**config.mk**
```make
export PLATFORM = sky130hd
export DESIGN_NAME = stream_arb_mux
export DESIGN_NICKNAME = d
export VERILOG_FILES = /design/src/rtl/arb_pkg.sv /design/src/rtl/rr_arbiter.sv /design/src/rtl/stream_arb_mux.sv
export SDC_FILE = /design/constraint.sdc
export NUM_CORES = 1
export LEC_CHECK = 0
export CORE_MARGIN = 8
export CORE_UTILIZATION = 38
export DETAILED_ROUTE_END_ITERATION = 8
export PLACE_DENSITY = 0.93
export SLEW_MARGIN = 20
export SYNTH_ARGS = -nofsm -noshare
export SYNTH_HDL_FRONTEND = slang
export SYNTH_SLANG_ARGS = --single-unit
```
**constraint.sdc**
```tcl
create_clock -name i_Clock -period 6.8 [get_ports i_Clock]
set_clock_uncertainty 0.15 [all_clocks]
set_input_delay 1.36 -clock i_Clock [delete_from_list [all_inputs] [get_ports i_Clock]]
set_output_delay 1.36 -clock i_Clock [all_outputs]
set_load 0.005 [all_outputs]
```
**src/rtl/arb_pkg.sv**
```systemverilog
// Shared arbitration definitions used by stream_arb_mux and other arbiters.
package arb_pkg;

  typedef enum logic [0:0] {
    ARB_FIXED,
    ARB_ROUND_ROBIN
  } arb_mode_e;

endpackage

```
**src/rtl/rr_arbiter.sv**
```systemverilog
// Grant selection: fixed priority (lowest index) or round-robin starting after the last grant.
module rr_arbiter
  import arb_pkg::*;
#(
  parameter int unsigned INPUTS = 8,
  parameter arb_mode_e   MODE   = ARB_ROUND_ROBIN,
  localparam int unsigned SEL_W = (INPUTS > 1) ? $clog2(INPUTS) : 1
) (
  input  logic [INPUTS-1:0] req,
  input  logic [SEL_W-1:0]  last,
  input  logic              enable,
  output logic [INPUTS-1:0] grant,
  output logic [SEL_W-1:0]  grant_idx
);

  logic              found;
  int unsigned       pos;
  logic [SEL_W-1:0]  cand;

  always_comb begin
    found     = 1'b0;
    grant_idx = '0;
    pos       = 0;
    cand      = '0;
    for (int unsigned i = 0; i < INPUTS; i++) begin
      if (MODE == ARB_FIXED) begin
        pos = i;
      end else begin
        // last is always < INPUTS, so one subtraction is enough to wrap
        pos = 32'(last) + i + 1;
        if (pos >= INPUTS) pos = pos - INPUTS;
      end
      cand = SEL_W'(pos);
      if (!found && req[cand]) begin
        found     = 1'b1;
        grant_idx = cand;
      end
    end
  end

  always_comb begin
    grant = '0;
    if (enable && found) grant[grant_idx] = 1'b1;
  end

endmodule

```
**src/rtl/stream_arb_mux.sv**
```systemverilog
// Arbitrating N:1 stream mux with a single registered output stage.
module stream_arb_mux
  import arb_pkg::*;
#(
  parameter int unsigned WIDTH  = 32,
  parameter int unsigned INPUTS = 8,
  parameter arb_mode_e   MODE   = ARB_ROUND_ROBIN,
  localparam int unsigned SEL_W = (INPUTS > 1) ? $clog2(INPUTS) : 1
) (
  input  logic              i_Clock,
  input  logic              i_Reset,
  input  logic [INPUTS-1:0] i_Valid,
  input  logic [WIDTH-1:0]  i_Data [INPUTS],
  output logic [INPUTS-1:0] o_Ready,
  output logic              o_Valid,
  output logic [WIDTH-1:0]  o_Data,
  output logic [SEL_W-1:0]  o_Channel,
  input  logic              i_Ready
);

  logic              load;
  logic              any_valid;
  logic              enable;
  logic [SEL_W-1:0]  last_q;
  logic [SEL_W-1:0]  grant_idx;
  logic [INPUTS-1:0] grant;

  assign load      = !o_Valid || i_Ready;
  assign any_valid = |i_Valid;
  // Reset blocks every input handshake so nothing is lost while the register is cleared
  assign enable    = load && !i_Reset;
  assign o_Ready   = grant;

  rr_arbiter #(
    .INPUTS (INPUTS),
    .MODE   (MODE)
  ) u_arbiter (
    .req       (i_Valid),
    .last      (last_q),
    .enable    (enable),
    .grant     (grant),
    .grant_idx (grant_idx)
  );

  always_ff @(posedge i_Clock) begin
    if (i_Reset) begin
      o_Valid   <= 1'b0;
      o_Data    <= '0;
      o_Channel <= '0;
      last_q    <= SEL_W'(INPUTS - 1);
    end else if (load) begin
      o_Valid <= any_valid;
      if (any_valid) begin
        o_Data    <= i_Data[grant_idx];
        o_Channel <= grant_idx;
        last_q    <= grant_idx;
      end
    end
  end

endmodule

```
==> flow_summary.toml, run 1 <==
[setup_path]
critical_path_class = "in -> out"
endpoint_class_of_the_critical_path = "primary output"
timing.critical_path.from_type = "input port"
endpoint_required_time_on_the_critical_path_ps = 5290
worst-path-max-fanout = 10
arrival_ps = 4880

[global_routing]
grt.met2_usage = 0.429
grt_residual_overflow = 0
groute.layer.met3.usage = 0.0881
global_route.peak_usage_layer = "met2"
globalRouteMet1Util = 0.275
grt_pass1_vias = 5721
grt_first_pass_wirelength_um = 32300
largest_net_degree_at_the_start_of_global_routing = 42
grt_antenna_before_repair = 1
groute.usage.overall = 0.246

[yosys]
netlist.area_leader.share = 0.226
async_flop_share = 0
avgSynthCellArea_sq_um = 9.22
synthesis.instances = 534
yosys_register_bits = 39
synthesis.yosys.warnings = 0
post-synth-top-count-cell = "sky130_fd_sc_hd__mux2i_1"
synth_edf_count = 0
mappedNetlistArea_sq_um = 4920
synth_seq_area_share = 0.159
synth_top_flop_cell = "sky130_fd_sc_hd__dfxtp_1"
synth_largest_area_cell = "sky130_fd_sc_hd__mux2i_1"
yosys-top-cells-area = "sky130_fd_sc_hd__mux2i_1 23%, sky130_fd_sc_hd__dfxtp_1 16%, sky130_fd_sc_hd__mux2_2 12%"
syn-num-nets = 804
number_of_distinct_library_cell_variants_in_the_gate_level_netlist_after_synthesis = 62
commonest_cells_in_the_netlist = "111 x sky130_fd_sc_hd__mux2i_1, 51 x sky130_fd_sc_hd__mux2_2, 39 x sky130_fd_sc_hd__dfxtp_1, 39 x sky130_fd_sc_hd__nand2_1, 32 x sky130_fd_sc_hd__nor2_1"

[clock_tree]
cts_inserted_buffers = 5
clk-insertion-delay-late_ps = 280
clockRootBuffer = "sky130_fd_sc_hd__clkbuf_16"
cts_setup_buffers = 0
tritoncts_clock_tree = "done"
htree_levels = 2
postCtsHoldBufs = 0
cts_repair_resize_count = 0
cts.sink_count = 39
cts_buffer_depth = 2
clk_transition_reported_paths_ps = 70

[power_and_ir_drop]
power.combinational.fraction = 0.890
max-vdd-ir-drop_v = 0.000500
leakagePower_nw = 3.28
power_per_cell_area_nw_per_um2 = 709
power.share.sequential = 0.069
clkPwrFrac = 0.041
net-switching-power_mw = 2.96
swShare = 0.511
power_report.internal_total_mw = 2.83

[route]
drt_first_pass_iters = 5
avgRoutedWirePerCell_um = 22.3
totalWireLength_um = 22200
remaining_number_of_nets_flagged_by_the_antenna_check_after_routing = 0
route.detailed.vias_per_inst = 5.58
vias_after_detailed_routing = 5533
drt-initial-drc-count = 363
detail_route.drc_violations = 0

[place]
placement.io_buffers = 310
dp.final_hpwl_um = 18400
place.detailed.instances = 983
place.gp.congestion = 0.931

[cells_and_area]
final_cell_count_no_fill = 992
filler_cell_count = 1027
post_route_cells_drive_above_1_share = 0.149
num-nets-final = 1088
syn2layout_area_growth_pct = 66.0

[die]
dieArea_sq_um = 16900
core_area_sq_um = 12600
dieWidth_um = 130
starting_density = 0.390
floorplan.die.height_um = 130
top_level_ports = 311
num_rows = 41

[sta]
relSlewSlack = 0.442
totalNegativeSetupSlack_ps = 0
final-hold-violation-count = 0
finalCritPeriodShare = 0.940
max_clock_freq_ghz = 0.156
worst_pin_slew_ps = 835
slew_violations = 0
rsz0062_at_grt = "no"
report.final.setup_viol = 0
finalCriticalPeriod_ps = 6390

[flow_run]
max_cap_viol_count = 0

[min_path]
holdCritPathClass = "reg -> reg"

[status]
status = "completed"
==> registers in the layout (all words and copies together) (netlist names) <==
register   flops
o_Data        32
o_Channel      3
last_q         3
o_Valid        1
==> final cells by class <==
cell class	instances	area [sq um]	area share
multi-input cells	445	3820	0.467
repair buffers	321	3190	0.390
flip-flops and latches	39	781	0.0955
well taps	172	215	0.0263
clock buffers	5	125	0.0153
clock inverters	3	23.8	0.00291
inverters	6	22.5	0.00275
diodes	1	2.50	0.000306
==> metrics by stage <==
stage                     cell area [sq um]  hold WS, ps  utilization  total power [mW]  setup WS [ps]
final                                  8180          305        0.648              5.80            408
after detailed placement               8020          298        0.636              5.53            420
after global routing                   8180          333        0.648              6.17            192
after CTS                              8170          307        0.648              5.78            424
after floorplan                        4920          303            -              4.64           1430
after global placement                 8020          291        0.635              5.46            531
==> worst max-delay path, cell delays in order <==
cell and delay, ps:
sky130_fd_sc_hd__clkdlybuf4s50_1 580, sky130_fd_sc_hd__mux4_2 620, sky130_fd_sc_hd__or2_1 260, sky130_fd_sc_hd__o221a_2 310
sky130_fd_sc_hd__nor2_4 170, sky130_fd_sc_hd__nand2_2 100, sky130_fd_sc_hd__or4_4 510, sky130_fd_sc_hd__nand2_2 170
sky130_fd_sc_hd__nand2_2 110, sky130_fd_sc_hd__nor2_1 140, sky130_fd_sc_hd__clkdlybuf4s50_1 540
==> power groups by stage <==
stage | clock [mW] | combinational (mW) | sequential, mW
3_5_place_dp | 0 | 5.13 | 0.406
3_3_place_gp | 0 | 5.06 | 0.400
6_report | 0.237 | 5.16 | 0.402
4_1_cts | 0.244 | 5.14 | 0.401
5_1_grt | 0.256 | 5.50 | 0.414
2_1_floorplan | 0 | 4.24 | 0.399
==> cells by family (layout without fill, tap and decap cells) <==
logic type,count (synthesis),in the layout,synth area share
AND/OR/NAND/NOR,124,124,0.133
flip-flops,39,39,0.159
other,0,1,0
XOR/XNOR,2,2,0.00356
buffers and inverters,50,335,0.0714
AO/OA/AOI/OAI,140,140,0.216
adder cells (fa/ha/maj),3,3,0.00762
multiplexers,176,176,0.409
==> per-layer routing <==
layer,vias to the layer above,routed length [um]
li1,2634,-
met1,2576,8190
met2,299,10900
met3,24,2500
met4,0,521
met5,-,0
==> layout by cell type, fill, tap and decap left out, types with 10 or more instances in the layout <==
master / n
sky130_fd_sc_hd__a21oi_2: 22
sky130_fd_sc_hd__buf_4: 11
sky130_fd_sc_hd__mux2_2: 51
sky130_fd_sc_hd__nand2_1: 39
sky130_fd_sc_hd__dfxtp_1: 39
sky130_fd_sc_hd__mux2i_1: 111
sky130_fd_sc_hd__o21ai_0: 16
sky130_fd_sc_hd__o22ai_1: 12
sky130_fd_sc_hd__nor2_1: 31
sky130_fd_sc_hd__a21oi_1: 15
sky130_fd_sc_hd__o21bai_1: 22
sky130_fd_sc_hd__a221o_1: 21
sky130_fd_sc_hd__mux4_2: 10
sky130_fd_sc_hd__clkdlybuf4s50_1: 310
==> final timing paths <==
kind                            depth (start not counted)         end  slack, ps        from
worst max-delay path                                   11  o_Ready[3]        410  i_Valid[6]
worst min-delay path                                    2  o_Data[26]        310  o_Data[26]
worst max register to register                         15  o_Data[11]       1120   last_q[0]
worst min register to register                          2  o_Data[26]        310  o_Data[26]
Power figures use the tool's default switching activity.
==> inputs of run 2 (changes only) <==
- MAX_ROUTING_LAYER: not set -> met4
==> flow_summary.toml, run 2 (same netlist as run 1, synthesis figures left out) <==
[status]
status = "completed"

[setup_path]
crit-reg2reg-launch = "last_q[1]"
worst_path_max_delay_cell = "sky130_fd_sc_hd__mux4_2"
timing.critical_path.from_type = "input port"
worst-path-max-fanout = 10
endpoint_class_of_the_critical_path = "primary output"
setup.reg_to_reg.worst_slack_ps = 1360
critical_path.max_stage_delay_ps = 600
worst-r2r-cell-count = 15
endpoint_required_time_on_the_critical_path_ps = 5290
endpoint_of_the_most_critical_register_to_register_path = "o_Data[17]"
crit_chain = "clkdlybuf4s50_1 -> mux4_2 -> or2_1 -> o221a_2 -> nor2_4 -> nand2_2 -> or4_4 -> nand2_2 -> nand2_2 -> nor2_1 -> clkdlybuf4s50_1"
critical_path_class = "in -> out"
worstPathBufferInverterCount = 2
cp_common_cell = "sky130_fd_sc_hd__nand2_2"
arrival_ps = 4840
worst_path_dominant_cell_family = "simple AND/OR/NAND/NOR gates"

[power_and_ir_drop]
post-layout-total-power_mw = 5.83
power_report.internal_total_mw = 2.85
clkPwrFrac = 0.041
power.combinational.fraction = 0.890
power.share.sequential = 0.069
power_per_cell_area_nw_per_um2 = 713
leakagePower_nw = 3.28
net-switching-power_mw = 2.98
max-vdd-ir-drop_v = 0.000566
swShare = 0.511

[route]
totalWireLength_um = 22300
m1WireLength_um = 8530
detail_route.drc_violations = 0
avgRoutedWirePerCell_um = 22.4
highest_layer = "met4"
drt-initial-drc-count = 476
drt_first_pass_iters = 5
routed-wl-met3_um = 2190
met2_wirelength_um = 11200
vias_after_detailed_routing = 5588
route.detailed.vias_per_inst = 5.63
remaining_number_of_nets_flagged_by_the_antenna_check_after_routing = 0

[clock_tree]
clockRootBuffer = "sky130_fd_sc_hd__clkbuf_16"
clk_transition_reported_paths_ps = 70
cts.sink_count = 39
postCtsHoldBufs = 0
clk-insertion-delay-late_ps = 280
cts_repair_resize_count = 0
cts_buffer_depth = 2
tritoncts_clock_tree = "done"
cts_inserted_buffers = 5
htree_levels = 2
cts_setup_buffers = 0

[die]
dieArea_sq_um = 16900
top_level_ports = 311
core_area_sq_um = 12600
starting_density = 0.390
floorplan.die.height_um = 130
dieWidth_um = 130
num_rows = 41

[cells_and_area]
largest_register_ff_count = 32
post_route_cells_drive_above_1_share = 0.150
final_common_cell = "sky130_fd_sc_hd__clkdlybuf4s50_1"
syn2layout_area_growth_pct = 66.0
register_ranked_first_by_flip_flop_count = "o_Data"
final_cell_count_no_fill = 992
postLayoutCoreUtil = 0.648
num-nets-final = 1089
layout.area.seq_sq_um = 781
mostFrequentLayoutCells = "310 x sky130_fd_sc_hd__clkdlybuf4s50_1, 111 x sky130_fd_sc_hd__mux2i_1, 51 x sky130_fd_sc_hd__mux2_2, 39 x sky130_fd_sc_hd__nand2_1, 39 x sky130_fd_sc_hd__dfxtp_1"
antenna_cells = 0
reg_top3 = "o_Data (32), last_q (3), o_Channel (3)"
filler_cell_count = 1009
multi_input_combinational_cell_area_sq_um = 3810

[sta]
worst_pin_slew_ps = 849
report.final.setup_viol = 0
finalCritPeriodShare = 0.934
totalNegativeSetupSlack_ps = 0
rsz0062_at_grt = "no"
final-hold-violation-count = 0
max_clock_freq_ghz = 0.157
slew_violations = 0
hold-worst-slack_ps = 306
relSlewSlack = 0.433
finalCriticalPeriod_ps = 6350

[global_routing]
largest_net_degree_at_the_start_of_global_routing = 48
grt_antenna_before_repair = 0
grt_first_pass_wirelength_um = 32800
grt_residual_overflow = 0
groute.usage.overall = 0.255
grt_pass1_vias = 5900

[min_path]
min_delay_path_depth = 2
holdCritPathClass = "reg -> reg"
whs_endpoint = "o_Data[26]"
hold_path_startpoint = "o_Data[26]"

[place]
placement.io_buffers = 310
place.gp.congestion = 0.923
dp.final_hpwl_um = 18300
place.detailed.instances = 984

[flow_run]
max_cap_viol_count = 0
-- run 2: tightest hold or removal path, stage by stage (launching register included) --
cell                      delay, ps
sky130_fd_sc_hd__dfxtp_1        310
sky130_fd_sc_hd__nand2_1         50
sky130_fd_sc_hd__a21oi_1         50
-- run 2: metrics by stage --
stage,cell area [sq um],worst slack [ps]
2_1_floorplan,4920,1430
3_3_place_gp,8030,540
3_5_place_dp,8030,484
4_1_cts,8180,482
5_1_grt,8180,287
6_report,8180,449
-- run 2: per-layer routing --
metal,vias up,GRT usage
li1,2644,-
met1,2610,0.285
met2,312,0.442
met3,22,0.0730
met4,0,0.0601
met5,-,-
-- run 2: power by group through the flow --
stage / logic, mW / registers [mW] / clock network [mW]
3_3_place_gp: 5.08 / 0.399 / 0
6_report: 5.19 / 0.400 / 0.238
2_1_floorplan: 4.24 / 0.399 / 0
5_1_grt: 5.51 / 0.409 / 0.258
3_5_place_dp: 5.16 / 0.404 / 0
4_1_cts: 5.17 / 0.399 / 0.246
-- run 2: worst max-delay path by stage --
stage / depth (start not counted) / endpoint / from / slack [ps]
2_1_floorplan: 11 / o_Ready[4] / i_Valid[6] / 1430
3_3_place_gp: 11 / o_Ready[3] / i_Valid[6] / 540
3_5_place_dp: 11 / o_Ready[3] / i_Valid[7] / 480
4_1_cts: 11 / o_Ready[3] / i_Valid[7] / 480
5_1_grt: 11 / o_Ready[3] / i_Valid[7] / 290
6_report: 11 / o_Ready[3] / i_Valid[7] / 450
-- run 2: final cells by class --
type / count / area share
Multi-Input combinational cell: 445 / 0.467
Timing Repair Buffer: 322 / 0.391
Sequential cell: 39 / 0.0955
Tap cell: 172 / 0.0263
Clock buffer: 5 / 0.0153
Clock inverter: 3 / 0.00291
Inverter: 6 / 0.00275
==> inputs of run 3 (changes only) <==
- CELL_PAD_IN_SITES_DETAIL_PLACEMENT: not set -> 0
- CELL_PAD_IN_SITES_GLOBAL_PLACEMENT: not set -> 1
- CORE_UTILIZATION: 38 -> 26
- PLACE_DENSITY: 0.93 -> 0.91
==> flow_summary.toml, run 3 (same netlist as run 1, synthesis figures left out) <==
[clock_tree]
cts_inserted_buffers = 5
cts_repair_resize_count = 0
cts_setup_buffers = 0
cts_buffer_depth = 2
tritoncts_clock_tree = "done"
clockRootBuffer = "sky130_fd_sc_hd__clkbuf_16"
cts.sink_count = 39
htree_levels = 2
clk_transition_reported_paths_ps = 60
postCtsHoldBufs = 0
clk-insertion-delay-late_ps = 290

[status]
status = "completed"

[die]
starting_density = 0.264
core_area_sq_um = 18600
dieWidth_um = 154
floorplan.die.height_um = 154
dieArea_sq_um = 23600
top_level_ports = 311
num_rows = 50

[sta]
final-hold-violation-count = 0
max_clock_freq_ghz = 0.156
report.final.setup_viol = 0
rsz0062_at_grt = "no"
worst_pin_slew_ps = 891
finalCritPeriodShare = 0.944
slew_violations = 0
finalCriticalPeriod_ps = 6420
totalNegativeSetupSlack_ps = 0
relSlewSlack = 0.404

[cells_and_area]
register_ranked_first_by_flip_flop_count = "o_Data"
antenna_cells = 0
largest_register_ff_count = 32
syn2layout_area_growth_pct = 68.2
post_route_cells_drive_above_1_share = 0.151
filler_cell_count = 1856
final_common_cell = "sky130_fd_sc_hd__clkdlybuf4s50_1"
layout.area.seq_sq_um = 781
final_design_area_no_fill_sq_um = 8280
reg_top3 = "o_Data (32), last_q (3), o_Channel (3)"
mostFrequentLayoutCells = "310 x sky130_fd_sc_hd__clkdlybuf4s50_1, 111 x sky130_fd_sc_hd__mux2i_1, 51 x sky130_fd_sc_hd__mux2_2, 39 x sky130_fd_sc_hd__nand2_1, 39 x sky130_fd_sc_hd__dfxtp_1"
multi_input_combinational_cell_area_sq_um = 3810
num-nets-final = 1090

[setup_path]
endpoint_class_of_the_critical_path = "primary output"
endpoint_of_the_most_critical_register_to_register_path = "o_Data[14]"
endpoint_required_time_on_the_critical_path_ps = 5290
critical_path.endpoint = "o_Ready[5]"
worst-r2r-cell-count = 13
arrival_ps = 4910
setup.reg_to_reg.worst_slack_ps = 1760
worst-path-max-fanout = 10
crit-reg2reg-launch = "last_q[0]"
critical_path_class = "in -> out"
start_point_of_the_critical_path = "i_Valid[0]"
timing.critical_path.from_type = "input port"

[route]
drt-initial-drc-count = 184
totalWireLength_um = 21800
remaining_number_of_nets_flagged_by_the_antenna_check_after_routing = 0
avgRoutedWirePerCell_um = 20.7
drt_first_pass_iters = 4
detail_route.drc_violations = 0
m1WireLength_um = 9040
routed-wl-met3_um = 1580
route.detailed.vias_per_inst = 5.13
vias_after_detailed_routing = 5412
met2_wirelength_um = 10900
highest_layer = "met4"

[power_and_ir_drop]
power.share.sequential = 0.070
max-vdd-ir-drop_v = 0.000444
leakagePower_nw = 3.30
swShare = 0.505
clkPwrFrac = 0.047
power_report.internal_total_mw = 2.89
power_per_cell_area_nw_per_um2 = 705
net-switching-power_mw = 2.95
power.combinational.fraction = 0.884

[flow_run]
max_cap_viol_count = 0

[global_routing]
grt_antenna_before_repair = 0
groute.usage.overall = 0.182
grt_pass1_vias = 5828
largest_net_degree_at_the_start_of_global_routing = 46
grt_residual_overflow = 0
grt_first_pass_wirelength_um = 32900

[place]
placement.io_buffers = 310
place.gp.congestion = 0.962
dp.final_hpwl_um = 18000
placedInstanceArea_sq_um = 8110

[min_path]
holdCritPathClass = "reg -> reg"
hold_path_startpoint = "o_Channel[0]"
-- run 3: worst min path at each step --
| stage | to | depth (start not counted) |
|---|---|---|
| 2_1_floorplan | o_Channel[0] | 2 |
| 3_3_place_gp | o_Data[18] | 2 |
| 3_5_place_dp | o_Channel[0] | 2 |
| 4_1_cts | o_Channel[0] | 2 |
| 5_1_grt | o_Data[26] | 2 |
| 6_report | o_Channel[0] | 2 |
-- run 3: routing by layer --
layer | vias up | global-route usage
met5 | - | -
met2 | 246 | 0.320
met1 | 2512 | 0.207
met4 | 0 | 0.0359
met3 | 17 | 0.0462
li1 | 2637 | -
-- run 3: layout make-up --
| cell class | instances | share of cell area |
|---|---|---|
| flip-flops and latches | 39 | 0.0943 |
| clock buffers | 5 | 0.0151 |
| well taps | 234 | 0.0354 |
| clock inverters | 3 | 0.00529 |
| inverters | 6 | 0.00272 |
| repair buffers | 323 | 0.387 |
| multi-input cells | 445 | 0.461 |
-- run 3: stage by stage --
step	utilization	power [mW]	cells	hold WS, ps	setup WS [ps]
2_1_floorplan	-	4.64	534	303	1430
3_3_place_gp	0.435	5.56	1047	293	450
5_1_grt	0.444	6.28	1055	329	136
6_report	0.444	5.84	1055	302	383
4_1_cts	0.444	5.86	1055	308	399
3_5_place_dp	0.435	5.57	1047	299	408
-- run 3: power groups by stage --
stage	Sequential, mW	Combinational (mW)	Clock [mW]
6_report	0.406	5.16	0.274
5_1_grt	0.417	5.57	0.294
4_1_cts	0.405	5.17	0.284
3_5_place_dp	0.410	5.16	0
3_3_place_gp	0.405	5.15	0
2_1_floorplan	0.399	4.24	0
-- run 3: critical path, stage by stage --
cell                              delay (ps)
sky130_fd_sc_hd__clkdlybuf4s50_1         560
sky130_fd_sc_hd__mux4_1                  660
sky130_fd_sc_hd__nor4b_1                 200
sky130_fd_sc_hd__nor4b_2                 410
sky130_fd_sc_hd__o21a_1                  210
sky130_fd_sc_hd__nor2_1                   60
sky130_fd_sc_hd__o21ai_2                 210
sky130_fd_sc_hd__and3b_1                 230
sky130_fd_sc_hd__nand2_1                 150
sky130_fd_sc_hd__nor3_1                  290
sky130_fd_sc_hd__clkdlybuf4s50_1         570
